## src/rtl/program_counter_if.sv

```systemverilog
// program_counter_if: next-PC selection inputs and fetch status outputs of the program counter.
interface program_counter_if #(
    parameter int PC_WIDTH = 32
);
    logic                Stall;
    logic [1:0]          PC_Sel;
    logic [PC_WIDTH-1:0] PC_Plus_4;
    logic [PC_WIDTH-1:0] Branch_Target;
    logic [PC_WIDTH-1:0] Jump_Target;
    logic [PC_WIDTH-1:0] PC;
    logic                PC_Valid;
    logic                Halted;
    logic [PC_WIDTH-1:0] Fault_PC;
    logic [63:0]         Instret;

    modport master (
        output Stall, PC_Sel, PC_Plus_4, Branch_Target, Jump_Target,
        input  PC, PC_Valid, Halted, Fault_PC, Instret
    );
    modport slave (
        input  Stall, PC_Sel, PC_Plus_4, Branch_Target, Jump_Target,
        output PC, PC_Valid, Halted, Fault_PC, Instret
    );
endinterface

```

## src/rtl/program_counter.sv

```systemverilog
// program_counter: fetch PC register with BOOT/RUN/HALT sequencing and a retired-cycle counter.
// Define PC_MISALIGN_TRAP_EN to halt on misaligned targets instead of forcing them word-aligned.
module program_counter #(
    parameter int                  PC_WIDTH     = 32,
    parameter logic [PC_WIDTH-1:0] RESET_VECTOR = '0
) (
    input logic              clk,
    input logic              rst,
    program_counter_if.slave bus
);
    typedef enum logic [1:0] {BOOT, RUN, HALT} state_t;
    localparam logic [PC_WIDTH-1:0] BIT0 = PC_WIDTH'(1);
    localparam logic [PC_WIDTH-1:0] LOW2 = PC_WIDTH'(3);
    state_t              state, state_n;
    logic [PC_WIDTH-1:0] pc, pc_n, fault_pc, fault_pc_n, target;
    logic [63:0]         instret, instret_n;
    logic                advance;

    always_comb begin
        target = bus.PC_Sel == 2'b01 ? bus.Branch_Target :
                 bus.PC_Sel == 2'b10 ? (bus.Jump_Target & ~BIT0) : bus.PC_Plus_4;
        advance = state == RUN && !bus.Stall && bus.PC_Sel != 2'b11;
        state_n = state == BOOT ? RUN : state;
        pc_n = pc;
        instret_n = instret;
        fault_pc_n = fault_pc;
`ifdef PC_MISALIGN_TRAP_EN
        if (advance && (target & LOW2) != '0) begin
            state_n = HALT;
            fault_pc_n = pc;
        end else if (advance) begin
            pc_n = target;
            instret_n = instret + 64'd1;
        end
`else
        if (advance) begin
            pc_n = target & ~LOW2;
            instret_n = instret + 64'd1;
        end
`endif
    end

    always_ff @(posedge clk) begin
        if (rst) begin
            state <= BOOT;
            pc <= RESET_VECTOR;
            instret <= '0;
            fault_pc <= '0;
        end else begin
            state <= state_n;
            pc <= pc_n;
            instret <= instret_n;
            fault_pc <= fault_pc_n;
        end
    end

    assign bus.PC = pc;
    assign bus.PC_Valid = state == RUN;
    assign bus.Halted = state == HALT;
    assign bus.Fault_PC = fault_pc;
    assign bus.Instret = instret;
endmodule

```

## src/flat_wrapper.sv

```systemverilog
// flat-port wrapper written by rule: the top's interface ports become plain ports
module program_counter_flat 
#(
    parameter int                  PC_WIDTH     = 32,
    parameter logic [PC_WIDTH-1:0] RESET_VECTOR = '0
)
  (clk, rst, bus_Stall, bus_PC_Sel, bus_PC_Plus_4, bus_Branch_Target, bus_Jump_Target, bus_PC, bus_PC_Valid, bus_Halted, bus_Fault_PC, bus_Instret);
  program_counter_if #(.PC_WIDTH(PC_WIDTH)) bus_i ();
  input logic clk;
  input logic rst;
  input wire logic [$bits(bus_i.Stall)-1:0] bus_Stall;
  input wire logic [$bits(bus_i.PC_Sel)-1:0] bus_PC_Sel;
  input wire logic [$bits(bus_i.PC_Plus_4)-1:0] bus_PC_Plus_4;
  input wire logic [$bits(bus_i.Branch_Target)-1:0] bus_Branch_Target;
  input wire logic [$bits(bus_i.Jump_Target)-1:0] bus_Jump_Target;
  output wire logic [$bits(bus_i.PC)-1:0] bus_PC;
  output wire logic [$bits(bus_i.PC_Valid)-1:0] bus_PC_Valid;
  output wire logic [$bits(bus_i.Halted)-1:0] bus_Halted;
  output wire logic [$bits(bus_i.Fault_PC)-1:0] bus_Fault_PC;
  output wire logic [$bits(bus_i.Instret)-1:0] bus_Instret;
  assign bus_i.Stall = bus_Stall;
  assign bus_i.PC_Sel = bus_PC_Sel;
  assign bus_i.PC_Plus_4 = bus_PC_Plus_4;
  assign bus_i.Branch_Target = bus_Branch_Target;
  assign bus_i.Jump_Target = bus_Jump_Target;
  assign bus_PC = bus_i.PC;
  assign bus_PC_Valid = bus_i.PC_Valid;
  assign bus_Halted = bus_i.Halted;
  assign bus_Fault_PC = bus_i.Fault_PC;
  assign bus_Instret = bus_i.Instret;
  program_counter #(.PC_WIDTH(PC_WIDTH), .RESET_VECTOR(RESET_VECTOR)) u_core (.clk(clk), .rst(rst), .bus(bus_i));
endmodule
```

## config.mk

```make
export PLATFORM = sky130hd
export DESIGN_NAME = program_counter_flat
export DESIGN_NICKNAME = d
export VERILOG_FILES = /design/src/rtl/program_counter_if.sv /design/src/rtl/program_counter.sv /design/src/flat_wrapper.sv
export SDC_FILE = /design/constraint.sdc
export NUM_CORES = 1
export LEC_CHECK = 0
export ABC_AREA = 0
export ABC_CLOCK_PERIOD_IN_PS = 5400
export BUFFER_PORTS_ARGS = -buffer_cell sky130_fd_sc_hd__buf_2
export CAP_MARGIN = 15
export CELL_PAD_IN_SITES_DETAIL_PLACEMENT = 1
export CELL_PAD_IN_SITES_GLOBAL_PLACEMENT = 1
export CORE_ASPECT_RATIO = 1.25
export CORE_MARGIN = 4
export CORE_UTILIZATION = 36
export CTS_CLUSTER_SIZE = 8
export DETAILED_ROUTE_END_ITERATION = 8
export PLACE_DENSITY = 0.83
export SLEW_MARGIN = 20
export SYNTH_ARGS = -nofsm -noshare
export SYNTH_HDL_FRONTEND = slang
export SYNTH_SLANG_ARGS = --single-unit
```

## constraint.sdc

```tcl
create_clock -name clk -period 5.4 [get_ports clk]
set_input_delay 0.81 -clock clk [delete_from_list [all_inputs] [get_ports clk]]
set_output_delay 0.81 -clock clk [all_outputs]
set_load 0.01 [all_outputs]
```

==> out/qor.csv, run 1 <==
stage,metric,value,unit
timing,Worst Max-Slew Pin Slew,976,ps
final_layout,Fill cells,1794,
final_layout,area delta synth->final,24.7,%
synth,Synth area leader,dfxtp_1,
floorplanning,row count,48,
final_layout,number of diodes,0,
power,P_leak,2.64,nW
timing,Max transition margin,34.9,%
clock_network,CTS Root Buffer Type,clkbuf_16,
clock_network,CTS tree,done,
clock_network,CTS max path bufs,2,
global_route,initial antenna violation count,0,
route,wire length per cell,17.1,µm
floorplanning,I/O pin cnt,231,
floorplanning,Die Ht,141,µm
timing,Final setup viols,0,
timing,final worst-path cycle share,63.2,%
timing,setup TNS,0,ps
place,Port-buffer cells,189,
final_layout,share of cells above drive strength 1,26.3,%
global_route,vias in the first global route,5350,
critical_path,crit path DAT,3670,ps
timing,post-layout min period,3410,ps
clock_network,cts repair resizes,0,
synth,share of the synthesized area in the top cell type,37.3,%
synth,most frequent cell after synthesis,dfxtp_1,
place,gpl congestion,0.788,
outcome,status,"complete, no violations",
clock_network,post-CTS setup buffers,0,
final_layout,Post-Route Utilization,45.8,%
critical_path,Worst Setup Start Kind,input port,
timing,"Slew Viols, Final",0,
synth,Netlist cell types,38,
final_layout,final instance area,6360,µm²
floorplanning,core area,13900,µm²
floorplanning,die width,114,µm
power,Cell Pwr Density,246,nW/µm²
synth,main combinational cell family by area after synthesis,simple AND/OR/NAND/NOR gates,
synth,Synth Area in XOR/XNOR,3.95,%
clock_network,clk slew on worst S/H paths,70,ps
synth,"EDFF count, synth",0,
global_route,GRT Overall Usage,20.6,%
global_route,GRT overflow,0,
synth,"Primary FF master, synth",dfxtp_1,
clock_network,# H-tree levels,3,
route,Vias,5362,
place,Post-DP HPWL,12900,µm
synth,Synth Area in Simple Gates,27.4,%
synth,Syn Inst Count,643,
clock_network,Worst-Skew Late Latency,340,ps
synth,synth top area cells,"dfxtp_1 37%, mux2i_1 5.9%, buf_4 5.2%",
synth,part of the Yosys area used for sequential elements,37.3,%
job,maxcap violations,0,
timing,Hold Fails Final Rpt,0,
critical_path,Crit Path Class,in -> reg,
hold_path,worst min-delay path category,reg -> reg,
timing,Clock Skew,11.6,ps
route,Post-Route WL,17000,µm
synth,Ys Warns,0,
clock_network,CTS buffer count,9,
critical_path,Critical Path Fanout Max,33,
synth,most frequent cells after synthesis,"95 x dfxtp_1, 62 x nand2_1, 61 x nor2_1",
synth,post-synthesis mux area share,5.89,%
timing,RSZ-0062 raised after global routing,no,
synth,synthesized cell area,5100,µm²
critical_path,Critical Path RT,5660,ps
synth,Yosys reg bits,95,
synth,Compound-Gate Fraction of Synth Area,16.3,%
route,drt pass-1 iters,4,
critical_path,Worst setup EP type,flip-flop,
final_layout,nets,913,
timing,fmax,0.293,GHz
global_route,largest net degree at the start of global routing,50,
timing,setup ws final,1990,ps
floorplanning,die area,16200,µm²
route,# DRC,0,
synth,synthesized-area fraction occupied by adder cells,0.245,%
clock_network,hold buffers post-CTS,0,
power,Peak VDD IR,0.122,mV
route,initial DRC count,264,
route,DR vias/cell,5.41,
floorplanning,Initial Util,36.8,%
synth,"FFs w/ async S/R, synth",0,%
place,Setup WS pre-CTS,1630,ps
clock_network,CTS sink cnt,95,
place,Placed Area,6040,µm²
route,ANT nets after route,0,
synth,Syn Area/Cell,7.93,µm²
global_route,first-pass GRT wire length,27200,µm
## where the power goes
part,switching (mW),internal (mW)
Sequential,0.00629,0.711
Clock,0.280,0.419
Combinational,0.0867,0.0605
Total,0.373,1.19
## sequential cells by signal, summed over array words and instances (netlist names)
name                count
u_core.bus.Instret     64
u_core.bus.PC          30
u_core.state            1
## final timing paths
check                         start                     end  slack, ps  cells past startpoint
min          u_core.bus.Instret[63]  u_core.bus.Instret[63]        490                      2
max                   bus_PC_Sel[1]  u_core.bus.Instret[60]       1990                      6
max reg2reg         u_core.state[0]  u_core.bus.Instret[63]       2230                      6
min reg2reg  u_core.bus.Instret[63]  u_core.bus.Instret[63]        490                      2
## through the flow
step           total power [mW]  hold WS (ps)  instances
2_1_floorplan             0.835           496        677
3_3_place_gp              0.879           470        975
3_5_place_dp              0.883           478        975
4_1_cts                    1.58           487        991
5_1_grt                    1.63           512        991
6_report                   1.56           486        991
## critical path, stage by stage
cell,delay [ps]
buf_2,410
and2_1,340
nor3_1,430
nand4_1,750
or4_1,750
a21oi_1,160
## layout make-up
type / instances / area, µm² / share of cell area [%]
Multi-Input combinational cell: 497 / 2880 / 45.3
Sequential cell: 95 / 1900 / 29.9
Timing Repair Buffer: 194 / 983 / 15.5
Clock buffer: 11 / 243 / 3.82
Tap cell: 175 / 219 / 3.44
Clock inverter: 5 / 81.3 / 1.28
Inverter: 14 / 52.6 / 0.826
## cells in the final DEF (no fill, tap or decap), drive strengths merged, types with 26 or more instances in the layout
cell	n
conb	35
or4	26
nand2	62
nand3	27
a21oi	37
buf	194
dfxtp	95
nor2	61
a22oi	30
mux2i	30
o21ai	44
## routing by layer
metal  GRT usage (%)  wire (µm)  vias to the layer above
met5               0          0                        -
met4            5.07        180                        0
met3            5.45       1230                       11
met2            37.2       8780                      170
met1            23.8       6770                     2578
li1                -          -                     2603
## kinds of logic (layout without fill, tap and decap cells)
family | count (synthesis) | count (layout)
compound gates | 138 | 138
xor+xnor | 23 | 23
fa+ha+maj | 1 | 1
buf+inv | 85 | 224
flops | 95 | 95
mux | 30 | 30
other cells | 1 | 35
simple gates | 270 | 270
No activity file was read; power rests on OpenSTA's default activity.
==> run 2, diff against run 1 <==
- ABC_AREA: 0 -> 1
- ABC_CLOCK_PERIOD_IN_PS: 5400 -> 3100
- CORE_UTILIZATION: 36 -> 30
- PLACE_DENSITY: 0.83 -> 0.74
- clock period: 5.4 -> 3.1 ns (I/O delays scaled with it)
==> run 2 against run 1 <==
- worst hold slack worse by 95 ps
- sequential power is 75% higher
- critical path depth is 3 higher
- wire length is 29% higher
- worst setup slack worse by 820 ps
- count of clock-buffer cells in the layout is 1 lower
- combinational power is 110% higher
- largest power group is now clock
==> out/qor.csv, run 2 <==
stage,metric,value,unit
global_route,vias in the first global route,6366,
timing,setup TNS,0,ps
place,gpl congestion,0.856,
place,Port-buffer cells,189,
timing,Worst Max-Slew Pin Slew,1050,ps
critical_path,reg2reg end,u_core.bus.Instret[63],
clock_network,CTS sink cnt,95,
clock_network,CTS tree,done,
synth,"FFs w/ async S/R, synth",0,%
timing,post-layout min period,1930,ps
synth,most frequent cells after synthesis,"209 x nand2_1, 144 x nor2_1, 95 x dfxtp_1",
floorplanning,die area,22000,µm²
route,Post-Route WL,21800,µm
clock_network,CTS buffer count,9,
route,# DRC,0,
timing,Max transition margin,30.1,%
floorplanning,die width,134,µm
synth,part of the Yosys area used for sequential elements,32.2,%
critical_path,R2R setup slack,1170,ps
route,wire length per cell,16.2,µm
timing,RSZ-0062 raised after global routing,no,
floorplanning,I/O pin cnt,231,
hold_path,Worst Hold Path EP,u_core.bus.PC[26],
final_layout,max FFs per register,64,
power,Cell Pwr Density,392,nW/µm²
power,P_leak,3.37,nW
critical_path,Reg2Reg Depth,9,
synth,share of the synthesized area in the top cell type,32.2,%
floorplanning,core area,19400,µm²
critical_path,crit path DAT,2190,ps
final_layout,Fill cells,2639,
clock_network,cts repair resizes,0,
timing,fmax,0.517,GHz
synth,most frequent cell after synthesis,nand2_1,
route,DR vias/cell,4.71,
final_layout,"leading cell type in the layout, fill and taps excluded",nand2_1,
synth,Netlist cell types,41,
timing,final worst-path cycle share,62.4,%
global_route,initial antenna violation count,0,
synth,synth top area cells,"dfxtp_1 32%, nand2_1 13%, nor2_1 9.1%",
clock_network,post-CTS setup buffers,0,
final_layout,number of diodes,0,
job,maxcap violations,0,
synth,synthesized cell area,5910,µm²
global_route,GRT Overall Usage,19.6,%
floorplanning,row count,57,
final_layout,area delta synth->final,24.2,%
synth,Syn Area/Cell,6.55,µm²
critical_path,Worst setup EP type,flip-flop,
power,Peak VDD IR,0.340,mV
route,initial DRC count,191,
timing,Final setup viols,0,
synth,Ys Warns,0,
synth,Syn Inst Count,902,
final_layout,share of cells above drive strength 1,25.3,%
hold_path,HP Start,bus_Branch_Target[26],
synth,"EDFF count, synth",0,
timing,Hold Fails Final Rpt,0,
clock_network,CTS Root Buffer Type,clkbuf_16,
critical_path,worst r2r src,u_core.bus.Instret[22],
hold_path,worst hold path depth,3,
route,drt pass-1 iters,4,
clock_network,CTS max path bufs,2,
synth,"Primary FF master, synth",dfxtp_1,
route,ANT nets after route,0,
place,Post-DP HPWL,17500,µm
critical_path,Worst Setup Start Kind,flip-flop,
synth,Synth area leader,dfxtp_1,
hold_path,worst min-delay path category,in -> reg,
route,Vias,6349,
timing,Hold Slack,391,ps
critical_path,Critical Path RT,3350,ps
critical_path,Worst Setup SP,u_core.bus.Instret[22],
global_route,first-pass GRT wire length,33700,µm
floorplanning,Die Ht,165,µm
clock_network,hold buffers post-CTS,0,
clock_network,# H-tree levels,3,
outcome,status,"complete, no violations",
synth,Yosys reg bits,95,
floorplanning,Initial Util,30.5,%
global_route,GRT overflow,0,
timing,Clock Skew,9.02,ps
clock_network,Worst-Skew Late Latency,350,ps
timing,"Slew Viols, Final",0,
clock_network,clk slew on worst S/H paths,70,ps
final_layout,nets,1181,
global_route,largest net degree at the start of global routing,61,
final_layout,most frequent cells in the layout,"208 x nand2_1, 189 x buf_2, 143 x nor2_1",
critical_path,Critical Path Fanout Max,6,
critical_path,Crit Path Class,reg -> reg,
## run 2: cell count changes after synthesis, moves of 30 or more
cell / before / now
mux2i_1: 30 / 0
a22oi_1: 30 / 0
a21oi_1: 37 / 90
nand2_1: 62 / 209
inv_1: 14 / 87
nor2_1: 61 / 144
## run 2: worst max path at each step
stage | end | depth (start not counted)
3_3_place_gp | u_core.bus.Instret[48] | 9
5_1_grt | u_core.bus.Instret[63] | 9
3_5_place_dp | u_core.bus.Instret[53] | 9
2_1_floorplan | u_core.bus.Instret[36] | 10
6_report | u_core.bus.Instret[63] | 9
4_1_cts | u_core.bus.Instret[53] | 7
## run 2: kinds of logic after synthesis
| logic type | after synthesis | synth area share, % |
|---|---|---|
| and+or+nand+nor | 467 | 37.7 |
| AOI/OAI and AO/OA | 173 | 16.4 |
| buffers and inverters | 159 | 12.5 |
| xor gates and xnor gates | 6 | 0.889 |
| DFF | 95 | 32.2 |
| adders and majority gates | 1 | 0.212 |
| other | 1 | 0.0635 |
## run 2: area by class of cell
cell class                 instances  area [µm²]  area share (%)
sequential                        95        1900            25.9
tap                              265         332            4.52
clock buffer                      10         239            3.26
multi-input combinational        682        3400            46.3
inverter                          95         358            4.88
timing repair buffer             196        1010            13.8
clock inverter                     4        95.1            1.30
## run 2: worst max-delay path, stage by stage, from the launching register on
cell and delay, ps:
dfxtp_1 440, nand2_1 110, nor2_1 230, nand3_1 170
nor2_1 370, nand2_1 180, nor2_1 180, nand2_1 70
nand2_1 50, nor2_1 40
## run 2: metrics by stage
stage | power, mW | setup WS (ps) | std cells | util [%] | cell area [µm²]
after global placement | 1.59 | 975 | 1333 | 36.1 | 7000
final | 2.88 | 1170 | 1347 | 37.8 | 7340
after CTS | 2.92 | 1160 | 1347 | 37.8 | 7340
after floorplan | 1.49 | 1490 | 936 | - | 6040
after detailed placement | 1.60 | 917 | 1333 | 36.1 | 7000
after global routing | 3.00 | 961 | 1347 | 37.8 | 7340
## run 2: where the power goes
group          leakage [nW]  switching, mW  internal (mW)  total (mW)
Clock                 0.164          0.510          0.802        1.31
Combinational          2.44          0.185          0.117       0.302
Sequential            0.771         0.0148           1.25        1.26
## run 2: metal layers
layer  share of wire (%)  track usage, %
met5                   0               0
met4                 2.8            7.62
met3                 7.1            5.12
met2                  52            36.8
met1                  39            21.0
